## src/rtl/idma_obi_mem_responder_pkg.sv

```systemverilog
// Shared defaults and sizing helpers for the OBI-to-memory responder.
// Holds no state; imported by the interface, the response buffer and the top.
package idma_obi_mem_responder_pkg;

  localparam int unsigned DefDataWidth      = 32;
  localparam int unsigned DefAddrWidth      = 32;
  localparam int unsigned DefMemLatency     = 1;
  localparam int unsigned DefMaxOutstanding = 2;

  // Bits needed to hold a count of 0..n.
  function automatic int unsigned cnt_width(input int unsigned n);
    return (n < 1) ? 1 : $clog2(n + 1);
  endfunction

  // Bits needed to index n entries (at least one bit).
  function automatic int unsigned ptr_width(input int unsigned n);
    return (n <= 1) ? 1 : $clog2(n);
  endfunction

endpackage

```

## src/rtl/idma_obi_mem_responder_if.sv

```systemverilog
// OBI A/R channel bundle between a manager and the memory responder.
//   A channel: obi_a_req_i, obi_a_addr_i, obi_a_we_i, obi_a_be_i, obi_a_wdata_i -> obi_a_gnt_o
//   R channel: obi_r_valid_o, obi_r_rdata_o <- obi_r_ready_i
// Signal suffixes are from the responder's point of view.
// slave modport: responder side; master modport: manager side.
interface idma_obi_mem_responder_if
  import idma_obi_mem_responder_pkg::*;
#(
  parameter int unsigned DataWidth = DefDataWidth,
  parameter int unsigned AddrWidth = DefAddrWidth
) ();

  logic                   obi_a_req_i;
  logic [AddrWidth-1:0]   obi_a_addr_i;
  logic                   obi_a_we_i;
  logic [DataWidth/8-1:0] obi_a_be_i;
  logic [DataWidth-1:0]   obi_a_wdata_i;
  logic                   obi_a_gnt_o;
  logic                   obi_r_valid_o;
  logic [DataWidth-1:0]   obi_r_rdata_o;
  logic                   obi_r_ready_i;

  modport slave (
    input  obi_a_req_i, obi_a_addr_i, obi_a_we_i, obi_a_be_i, obi_a_wdata_i, obi_r_ready_i,
    output obi_a_gnt_o, obi_r_valid_o, obi_r_rdata_o
  );

  modport master (
    output obi_a_req_i, obi_a_addr_i, obi_a_we_i, obi_a_be_i, obi_a_wdata_i, obi_r_ready_i,
    input  obi_a_gnt_o, obi_r_valid_o, obi_r_rdata_o
  );

endinterface

```

## src/rtl/idma_obi_rsp_buffer.sv

```systemverilog
// Response FIFO for the OBI responder. Registered head (not fall-through):
// a pushed word becomes visible on rdata the cycle after the push.
// Ports: clk, rst (sync, active high), push/wdata, pop/rdata, full, empty.
// A push and a pop in the same cycle both take effect, also when full.
module idma_obi_rsp_buffer
  import idma_obi_mem_responder_pkg::*;
#(
  parameter int unsigned Width = 32,
  parameter int unsigned Depth = 2
) (
  input  logic             clk,
  input  logic             rst,
  input  logic             push,
  input  logic [Width-1:0] wdata,
  input  logic             pop,
  output logic [Width-1:0] rdata,
  output logic             full,
  output logic             empty
);

  localparam int unsigned PtrW = ptr_width(Depth);
  localparam int unsigned CntW = cnt_width(Depth);

  logic [Depth-1:0][Width-1:0] storage;
  logic [PtrW-1:0]             wptr, rptr;
  logic [CntW-1:0]             count;
  logic                        push_ok, pop_ok;

  assign full    = (count == CntW'(Depth));
  assign empty   = (count == '0);
  assign pop_ok  = pop && !empty;
  assign push_ok = push && (!full || pop_ok);
  assign rdata   = storage[rptr];

  function automatic logic [PtrW-1:0] nxt(input logic [PtrW-1:0] p);
    return (p == PtrW'(Depth - 1)) ? '0 : p + 1'b1;
  endfunction

  always_ff @(posedge clk) begin
    if (rst) begin
      wptr  <= '0;
      rptr  <= '0;
      count <= '0;
    end else begin
      if (push_ok) begin
        storage[wptr] <= wdata;
        wptr          <= nxt(wptr);
      end
      if (pop_ok) rptr <= nxt(rptr);
      case ({push_ok, pop_ok})
        2'b10:   count <= count + 1'b1;
        2'b01:   count <= count - 1'b1;
        default: count <= count;
      endcase
    end
  end

endmodule

```

## src/rtl/idma_obi_mem_responder.sv

```systemverilog
// OBI subordinate that forwards requests to a fixed-latency memory and
// returns responses in grant order through a small FIFO.
// Ports: clk_i, rst_i (sync, active high); obi (slave modport: A/R channels);
//   mem_req_o/mem_we_o/mem_addr_o/mem_be_o/mem_wdata_o to memory,
//   mem_rdata_i from memory, valid MemLatency cycles after mem_req_o.
// Outstanding count covers everything granted and not yet popped, so the
// buffer (depth MaxOutstanding) can never overflow.
module idma_obi_mem_responder
  import idma_obi_mem_responder_pkg::*;
#(
  parameter int unsigned DataWidth      = DefDataWidth,
  parameter int unsigned AddrWidth      = DefAddrWidth,
  parameter int unsigned MemLatency     = DefMemLatency,
  parameter int unsigned MaxOutstanding = DefMaxOutstanding
) (
  input  logic                    clk_i,
  input  logic                    rst_i,
  idma_obi_mem_responder_if.slave obi,
  output logic                    mem_req_o,
  output logic                    mem_we_o,
  output logic [AddrWidth-1:0]    mem_addr_o,
  output logic [DataWidth/8-1:0]  mem_be_o,
  output logic [DataWidth-1:0]    mem_wdata_o,
  input  logic [DataWidth-1:0]    mem_rdata_i
);

  localparam int unsigned CntW = cnt_width(MaxOutstanding);

  logic [CntW-1:0]       outstanding;
  logic                  gnt, pop, push, empty, full, valid;
  logic [DataWidth-1:0]  push_data, head;
  // Stage 0 is the grant cycle itself; stage MemLatency is the data cycle.
  logic [MemLatency:0]   vld_pipe, we_pipe;
  logic [MemLatency:1]   vld_q, we_q;

  assign gnt = obi.obi_a_req_i && (outstanding < CntW'(MaxOutstanding)) && !rst_i;

  assign mem_req_o   = gnt;
  assign mem_we_o    = obi.obi_a_we_i;
  assign mem_addr_o  = obi.obi_a_addr_i;
  assign mem_be_o    = obi.obi_a_be_i;
  assign mem_wdata_o = obi.obi_a_wdata_i;

  assign vld_pipe = {vld_q, gnt};
  assign we_pipe  = {we_q, obi.obi_a_we_i};

  always_ff @(posedge clk_i) begin
    if (rst_i) begin
      vld_q <= '0;
      we_q  <= '0;
    end else begin
      vld_q <= vld_pipe[MemLatency-1:0];
      we_q  <= we_pipe[MemLatency-1:0];
    end
  end

  assign push      = vld_pipe[MemLatency];
  assign push_data = we_pipe[MemLatency] ? '0 : mem_rdata_i;

  idma_obi_rsp_buffer #(
    .Width (DataWidth),
    .Depth (MaxOutstanding)
  ) i_rsp_buffer (
    .clk   (clk_i),
    .rst   (rst_i),
    .push  (push),
    .wdata (push_data),
    .pop   (pop),
    .rdata (head),
    .full  (full),
    .empty (empty)
  );

  // Gated by reset so the R channel is quiet even in the first reset cycle.
  assign valid             = !empty && !rst_i;
  assign pop               = valid && obi.obi_r_ready_i;
  assign obi.obi_a_gnt_o   = gnt;
  assign obi.obi_r_valid_o = valid;
  assign obi.obi_r_rdata_o = valid ? head : '0;

  always_ff @(posedge clk_i) begin
    if (rst_i) begin
      outstanding <= '0;
    end else begin
      case ({gnt, pop})
        2'b10:   outstanding <= outstanding + 1'b1;
        2'b01:   outstanding <= outstanding - 1'b1;
        default: outstanding <= outstanding;
      endcase
    end
  end

endmodule

```

## src/flat_wrapper.sv

```systemverilog
// flat-port wrapper written by rule: the top's interface ports become plain ports
module idma_obi_mem_responder_flat import idma_obi_mem_responder_pkg::*;
#(
  parameter int unsigned DataWidth      = DefDataWidth,
  parameter int unsigned AddrWidth      = DefAddrWidth,
  parameter int unsigned MemLatency     = DefMemLatency,
  parameter int unsigned MaxOutstanding = DefMaxOutstanding
)
  (clk_i, rst_i, mem_req_o, mem_we_o, mem_addr_o, mem_be_o, mem_wdata_o, mem_rdata_i, obi_obi_a_req_i, obi_obi_a_addr_i, obi_obi_a_we_i, obi_obi_a_be_i, obi_obi_a_wdata_i, obi_obi_r_ready_i, obi_obi_a_gnt_o, obi_obi_r_valid_o, obi_obi_r_rdata_o);
  idma_obi_mem_responder_if #(.DataWidth(DataWidth), .AddrWidth(AddrWidth)) obi_i ();
  input  logic clk_i;
  input  logic rst_i;
  output logic mem_req_o;
  output logic mem_we_o;
  output logic [AddrWidth-1:0] mem_addr_o;
  output logic [DataWidth/8-1:0] mem_be_o;
  output logic [DataWidth-1:0] mem_wdata_o;
  input  logic [DataWidth-1:0] mem_rdata_i;
  input wire logic [$bits(obi_i.obi_a_req_i)-1:0] obi_obi_a_req_i;
  input wire logic [$bits(obi_i.obi_a_addr_i)-1:0] obi_obi_a_addr_i;
  input wire logic [$bits(obi_i.obi_a_we_i)-1:0] obi_obi_a_we_i;
  input wire logic [$bits(obi_i.obi_a_be_i)-1:0] obi_obi_a_be_i;
  input wire logic [$bits(obi_i.obi_a_wdata_i)-1:0] obi_obi_a_wdata_i;
  input wire logic [$bits(obi_i.obi_r_ready_i)-1:0] obi_obi_r_ready_i;
  output wire logic [$bits(obi_i.obi_a_gnt_o)-1:0] obi_obi_a_gnt_o;
  output wire logic [$bits(obi_i.obi_r_valid_o)-1:0] obi_obi_r_valid_o;
  output wire logic [$bits(obi_i.obi_r_rdata_o)-1:0] obi_obi_r_rdata_o;
  assign obi_i.obi_a_req_i = obi_obi_a_req_i;
  assign obi_i.obi_a_addr_i = obi_obi_a_addr_i;
  assign obi_i.obi_a_we_i = obi_obi_a_we_i;
  assign obi_i.obi_a_be_i = obi_obi_a_be_i;
  assign obi_i.obi_a_wdata_i = obi_obi_a_wdata_i;
  assign obi_i.obi_r_ready_i = obi_obi_r_ready_i;
  assign obi_obi_a_gnt_o = obi_i.obi_a_gnt_o;
  assign obi_obi_r_valid_o = obi_i.obi_r_valid_o;
  assign obi_obi_r_rdata_o = obi_i.obi_r_rdata_o;
  idma_obi_mem_responder #(.DataWidth(DataWidth), .AddrWidth(AddrWidth), .MemLatency(MemLatency), .MaxOutstanding(MaxOutstanding)) u_core (.clk_i(clk_i), .rst_i(rst_i), .obi(obi_i), .mem_req_o(mem_req_o), .mem_we_o(mem_we_o), .mem_addr_o(mem_addr_o), .mem_be_o(mem_be_o), .mem_wdata_o(mem_wdata_o), .mem_rdata_i(mem_rdata_i));
endmodule
```

## config.mk

```make
export PLATFORM = sky130hd
export DESIGN_NAME = idma_obi_mem_responder_flat
export DESIGN_NICKNAME = d
export VERILOG_FILES = /design/src/rtl/idma_obi_mem_responder_pkg.sv /design/src/rtl/idma_obi_mem_responder_if.sv /design/src/rtl/idma_obi_rsp_buffer.sv /design/src/rtl/idma_obi_mem_responder.sv /design/src/flat_wrapper.sv
export SDC_FILE = /design/constraint.sdc
export NUM_CORES = 1
export LEC_CHECK = 0
export BUFFER_PORTS_ARGS = -buffer_cell sky130_fd_sc_hd__buf_2
export CORE_MARGIN = 5
export CORE_UTILIZATION = 48
export DETAILED_ROUTE_END_ITERATION = 10
export PLACE_DENSITY = 0.91
export SYNTH_ARGS = -nofsm -noshare
export SYNTH_HDL_FRONTEND = slang
export SYNTH_SLANG_ARGS = --single-unit
```

## constraint.sdc

```tcl
create_clock -name clk_i -period 5.6 [get_ports clk_i]
set_input_delay 0.56 -clock clk_i [delete_from_list [all_inputs] [get_ports clk_i]]
set_output_delay 0.56 -clock clk_i [all_outputs]
set_load 0.01 [all_outputs]
```

==> impl_metrics.xml <==
<?xml version="1.0" encoding="UTF-8"?>
<metrics>
  <group name="global_routing">
    <metric name="wire_length_of_the_first_global_routing_pass" unit="um">9620</metric>
    <metric name="grt_start_max_net_pins" unit="">34</metric>
    <metric name="met1_usage" unit="%">13.2</metric>
    <metric name="grt.overflow.total" unit="">0</metric>
    <metric name="grt_pass1_vias" unit="">2041</metric>
    <metric name="grt_use_total" unit="%">12.6</metric>
    <metric name="top_usage_layer" unit="">met2</metric>
    <metric name="grtUsageMet2" unit="%">21.3</metric>
    <metric name="gr-usage-met3" unit="%">5.12</metric>
    <metric name="initial_antenna_violation_count" unit="">0</metric>
  </group>
  <group name="sta">
    <metric name="slew_viol_final" unit="">0</metric>
    <metric name="finalHoldViolCount" unit="">0</metric>
    <metric name="final.setup.tns" unit="ns">0</metric>
    <metric name="clock_period_minus_final_worst_setup_slack" unit="ns">2.54</metric>
    <metric name="clock.fmax" unit="MHz">394</metric>
    <metric name="timing.final.crit_share" unit="%">45.3</metric>
    <metric name="rsz0062_at_grt" unit="">false</metric>
    <metric name="slew_headroom" unit="%">20.8</metric>
    <metric name="timing.final.setup_violations" unit="">0</metric>
    <metric name="final.setup_skew" unit="ns">0.00524</metric>
    <metric name="worstMarginPinSlew" unit="ns">1.19</metric>
  </group>
  <group name="pwr">
    <metric name="totalPowerFinal" unit="W">0.00110</metric>
    <metric name="max-vdd-ir-drop" unit="mV">0.110</metric>
    <metric name="cellLeakagePower" unit="nW">1.39</metric>
    <metric name="internal_power" unit="W">0.000855</metric>
    <metric name="power_frac_seq" unit="%">56.5</metric>
    <metric name="p_sw" unit="W">0.000246</metric>
    <metric name="power_density" unit="nW/um^2">283</metric>
    <metric name="p_comb_share" unit="%">9.7</metric>
    <metric name="p_sw_share" unit="%">22.4</metric>
    <metric name="power.clock.fraction" unit="%">33.8</metric>
  </group>
  <group name="setup_path">
    <metric name="critical_path_cell_list" unit="">mux2i_1 -&gt; nor2_1 -&gt; buf_2</metric>
    <metric name="critPathMaxFanout" unit="">33</metric>
    <metric name="arrival" unit="ns">1.98</metric>
    <metric name="required" unit="ns">5.04</metric>
    <metric name="crit_path_end_kind" unit="">output pin</metric>
    <metric name="critPathLaunchType" unit="">flip-flop</metric>
    <metric name="crit_slowest_cell" unit="">sky130_fd_sc_hd__dfxtp_2</metric>
    <metric name="cp_slowest_stage_delay" unit="ns">1.02</metric>
    <metric name="crit_type" unit="">flip-flop to output pin</metric>
  </group>
  <group name="routing">
    <metric name="detail_route.vias_per_cell" unit="">4.81</metric>
    <metric name="remaining_drc_errors" unit="">0</metric>
    <metric name="totalWireLength" unit="um">5930</metric>
    <metric name="drt_pre_antenna_iters" unit="">5</metric>
    <metric name="routedWlPerCell" unit="um">14.9</metric>
    <metric name="initialDrtViolationCount" unit="">44</metric>
    <metric name="detail-route-antenna-nets" unit="">0</metric>
    <metric name="dr_total_vias" unit="">1913</metric>
  </group>
  <group name="floorplanning">
    <metric name="site_row_count" unit="">32</metric>
    <metric name="boundaryPins" unit="">209</metric>
    <metric name="starting_utilization_of_the_core_area" unit="%">49.4</metric>
    <metric name="die_y" unit="um">99.1</metric>
    <metric name="design.die.area" unit="um^2">9830</metric>
    <metric name="placeable_area" unit="um^2">7730</metric>
    <metric name="die-width" unit="um">99.1</metric>
  </group>
  <group name="yosys">
    <metric name="synth_cell_types" unit="">30</metric>
    <metric name="synth_flop_cell" unit="">sky130_fd_sc_hd__edfxtp_1</metric>
    <metric name="avg_inst_size_synth" unit="um^2">13.3</metric>
    <metric name="synth-seq-cells" unit="">72</metric>
    <metric name="post_synth_instance_area" unit="um^2">3810</metric>
    <metric name="synth_nets" unit="">393</metric>
    <metric name="synth_enable_flop_cells" unit="">64</metric>
    <metric name="netlist_instances" unit="">287</metric>
    <metric name="yosysWarningCount" unit="">0</metric>
    <metric name="asyncSetResetFlopFracSynth" unit="%">0</metric>
    <metric name="seq_area_frac_synth" unit="%">54.6</metric>
  </group>
  <group name="outcome">
    <metric name="run_status" unit="">finished clean</metric>
  </group>
  <group name="clock_tree">
    <metric name="cts.clk_slew.worst_paths" unit="ns">0.07</metric>
    <metric name="clock-root-buffer" unit="">sky130_fd_sc_hd__clkbuf_8</metric>
    <metric name="cts_resized" unit="">0</metric>
    <metric name="clock_insertion_delay_worst_skew" unit="ns">0.33</metric>
    <metric name="clock_tree.buffer_depth" unit="">2</metric>
    <metric name="cts_tree" unit="">yes</metric>
    <metric name="clock_buffers_created_by_tritoncts" unit="">9</metric>
    <metric name="clock_sink_count" unit="">72</metric>
    <metric name="cts-htree-levels" unit="">3</metric>
    <metric name="buffer_count_from_post_cts_setup_fixing" unit="">0</metric>
    <metric name="holdBufCountCts" unit="">0</metric>
  </group>
  <group name="placement">
    <metric name="port-buffer-count" unit="">72</metric>
    <metric name="gp_congestion" unit="">0.711</metric>
    <metric name="dp_hpwl" unit="um">4150</metric>
  </group>
  <group name="finish">
    <metric name="seq_area" unit="um^2">2080</metric>
    <metric name="n_antenna_cell" unit="">0</metric>
    <metric name="nFillCells" unit="">679</metric>
    <metric name="design.final.nets" unit="">397</metric>
    <metric name="layout-drive-gt1-share" unit="%">42.2</metric>
    <metric name="area.growth.synth_to_final" unit="%">1.94</metric>
    <metric name="multi_input_area" unit="um^2">1100</metric>
  </group>
  <group name="flow_run">
    <metric name="max_cap_viol" unit="">0</metric>
  </group>
  <group name="min_path">
    <metric name="hold_class" unit="">input pin to flip-flop</metric>
  </group>
</metrics>
[per-stage QoR]
step                      utilization [%]  instances  instance area (um^2)  hold WS (ns)  worst slack [ns]
final                                50.3        398                  3890         0.451              3.06
after global routing                 50.3        398                  3890         0.449              2.92
after CTS                            50.3        398                  3890         0.430              2.98
after detailed placement             48.0        382                  3710         0.468              2.80
after global placement               48.0        382                  3710         0.461              2.91
after floorplan                         -        287                  3810         0.431              1.95
[worst paths after layout]
kind                                      from                    end  slack [ns]  cells after the start
setup / recovery      u_core.i_rsp_buffer.rptr  obi_obi_r_rdata_o[22]        3.06                      3
hold reg to reg          u_core.outstanding[1]            u_core.push        0.50                      1
setup reg to reg  u_core.i_rsp_buffer.count[0]  u_core.outstanding[1]        3.19                      7
hold / removal                  obi_obi_a_we_i            u_core.we_q        0.45                      2
[state kept, by name, indices dropped and copies added, names as in the netlist]
signal                       count
u_core.we_q                      1
u_core.i_rsp_buffer.storage     64
u_core.push                      1
u_core.i_rsp_buffer.count        2
u_core.i_rsp_buffer.rptr         1
u_core.i_rsp_buffer.wptr         1
u_core.outstanding               2
[critical path: cells and delay by family (launching register included)]
kind          cells  cell delay (ns)
simple gates      1             0.07
mux               1             0.38
buf+inv           1             0.17
flops             1             1.02
[power groups by stage]
| stage | Sequential [W] | Clock [W] | Combinational [W] |
|---|---|---|---|
| 2_1_floorplan | 0.000621 | 0 | 0.000141 |
| 3_3_place_gp | 0.000633 | 0 | 0.000104 |
| 3_5_place_dp | 0.000634 | 0 | 0.000108 |
| 4_1_cts | 0.000623 | 0.000387 | 0.000109 |
| 5_1_grt | 0.000624 | 0.000414 | 0.000117 |
| 6_report | 0.000622 | 0.000373 | 0.000106 |
[cell usage in the layout, fill, tap and decap left out, drive strengths merged]
master  Yosys  final
o21ai       2      2
bufinv      0      1
nor3b       3      3
nor3        2      2
dfxtp       8      8
ha          1      1
and2        1      1
edfxtp     64     64
or3         1      1
o21a        1      1
buf        80     76
xor2        3      3
a21oi       4      4
clkinv      0      4
clkbuf      3     11
mux2i      33     33
nor2       37     37
inv         3      3
nand2b      1      1
xnor2       1      1
o31ai       1      1
or2         1      1
mux2        1      1
nand2       1      1
nor2b      35     35
[cell usage after synthesis, types with 2 or more instances]
library cell | instances | share of area [%]
sky130_fd_sc_hd__buf_4 | 70 | 14
sky130_fd_sc_hd__edfxtp_1 | 64 | 50
sky130_fd_sc_hd__nor2b_1 | 35 | 5.7
sky130_fd_sc_hd__mux2i_1 | 33 | 8.7
sky130_fd_sc_hd__nor2_4 | 30 | 8.9
sky130_fd_sc_hd__dfxtp_1 | 8 | 4.2
sky130_fd_sc_hd__nor2_1 | 7 | 0.69
sky130_fd_sc_hd__buf_2 | 5 | 0.66
sky130_fd_sc_hd__a21oi_1 | 4 | 0.52
sky130_fd_sc_hd__buf_12 | 3 | 1.6
sky130_fd_sc_hd__clkbuf_1 | 3 | 0.30
sky130_fd_sc_hd__nor3b_1 | 3 | 0.59
sky130_fd_sc_hd__xor2_1 | 3 | 0.69
sky130_fd_sc_hd__inv_2 | 2 | 0.20
sky130_fd_sc_hd__nor3_1 | 2 | 0.26
[cells by family (layout without fill, tap and decap cells)]
family          Yosys count  count (layout)  share of synthesized area [%]
buf+inv                  86              95                           17.0
simple gates             82              82                           16.9
flops                    72              72                           54.6
mux                      34              34                           8.96
compound gates            8               8                           1.31
xor+xnor                  4               4                          0.919
fa+ha+maj                 1               1                          0.328
[area by class of cell]
type                    instances  share of cell area, %
repair buffers                 76                   10.0
well taps                     102                   3.28
flip-flops and latches         72                   53.6
multi-input cells             129                   28.2
clock buffers                  11                   3.38
clock inverters                 5                   1.22
inverters                       3                  0.290
[routing by layer]
layer | vias to the layer above | share of wire [%]
li1 | 909 | -
met1 | 892 | 37
met2 | 79 | 52
met3 | 33 | 8.5
met4 | 0 | 2.7
met5 | - | 0
Power figures use the tool's default switching activity.
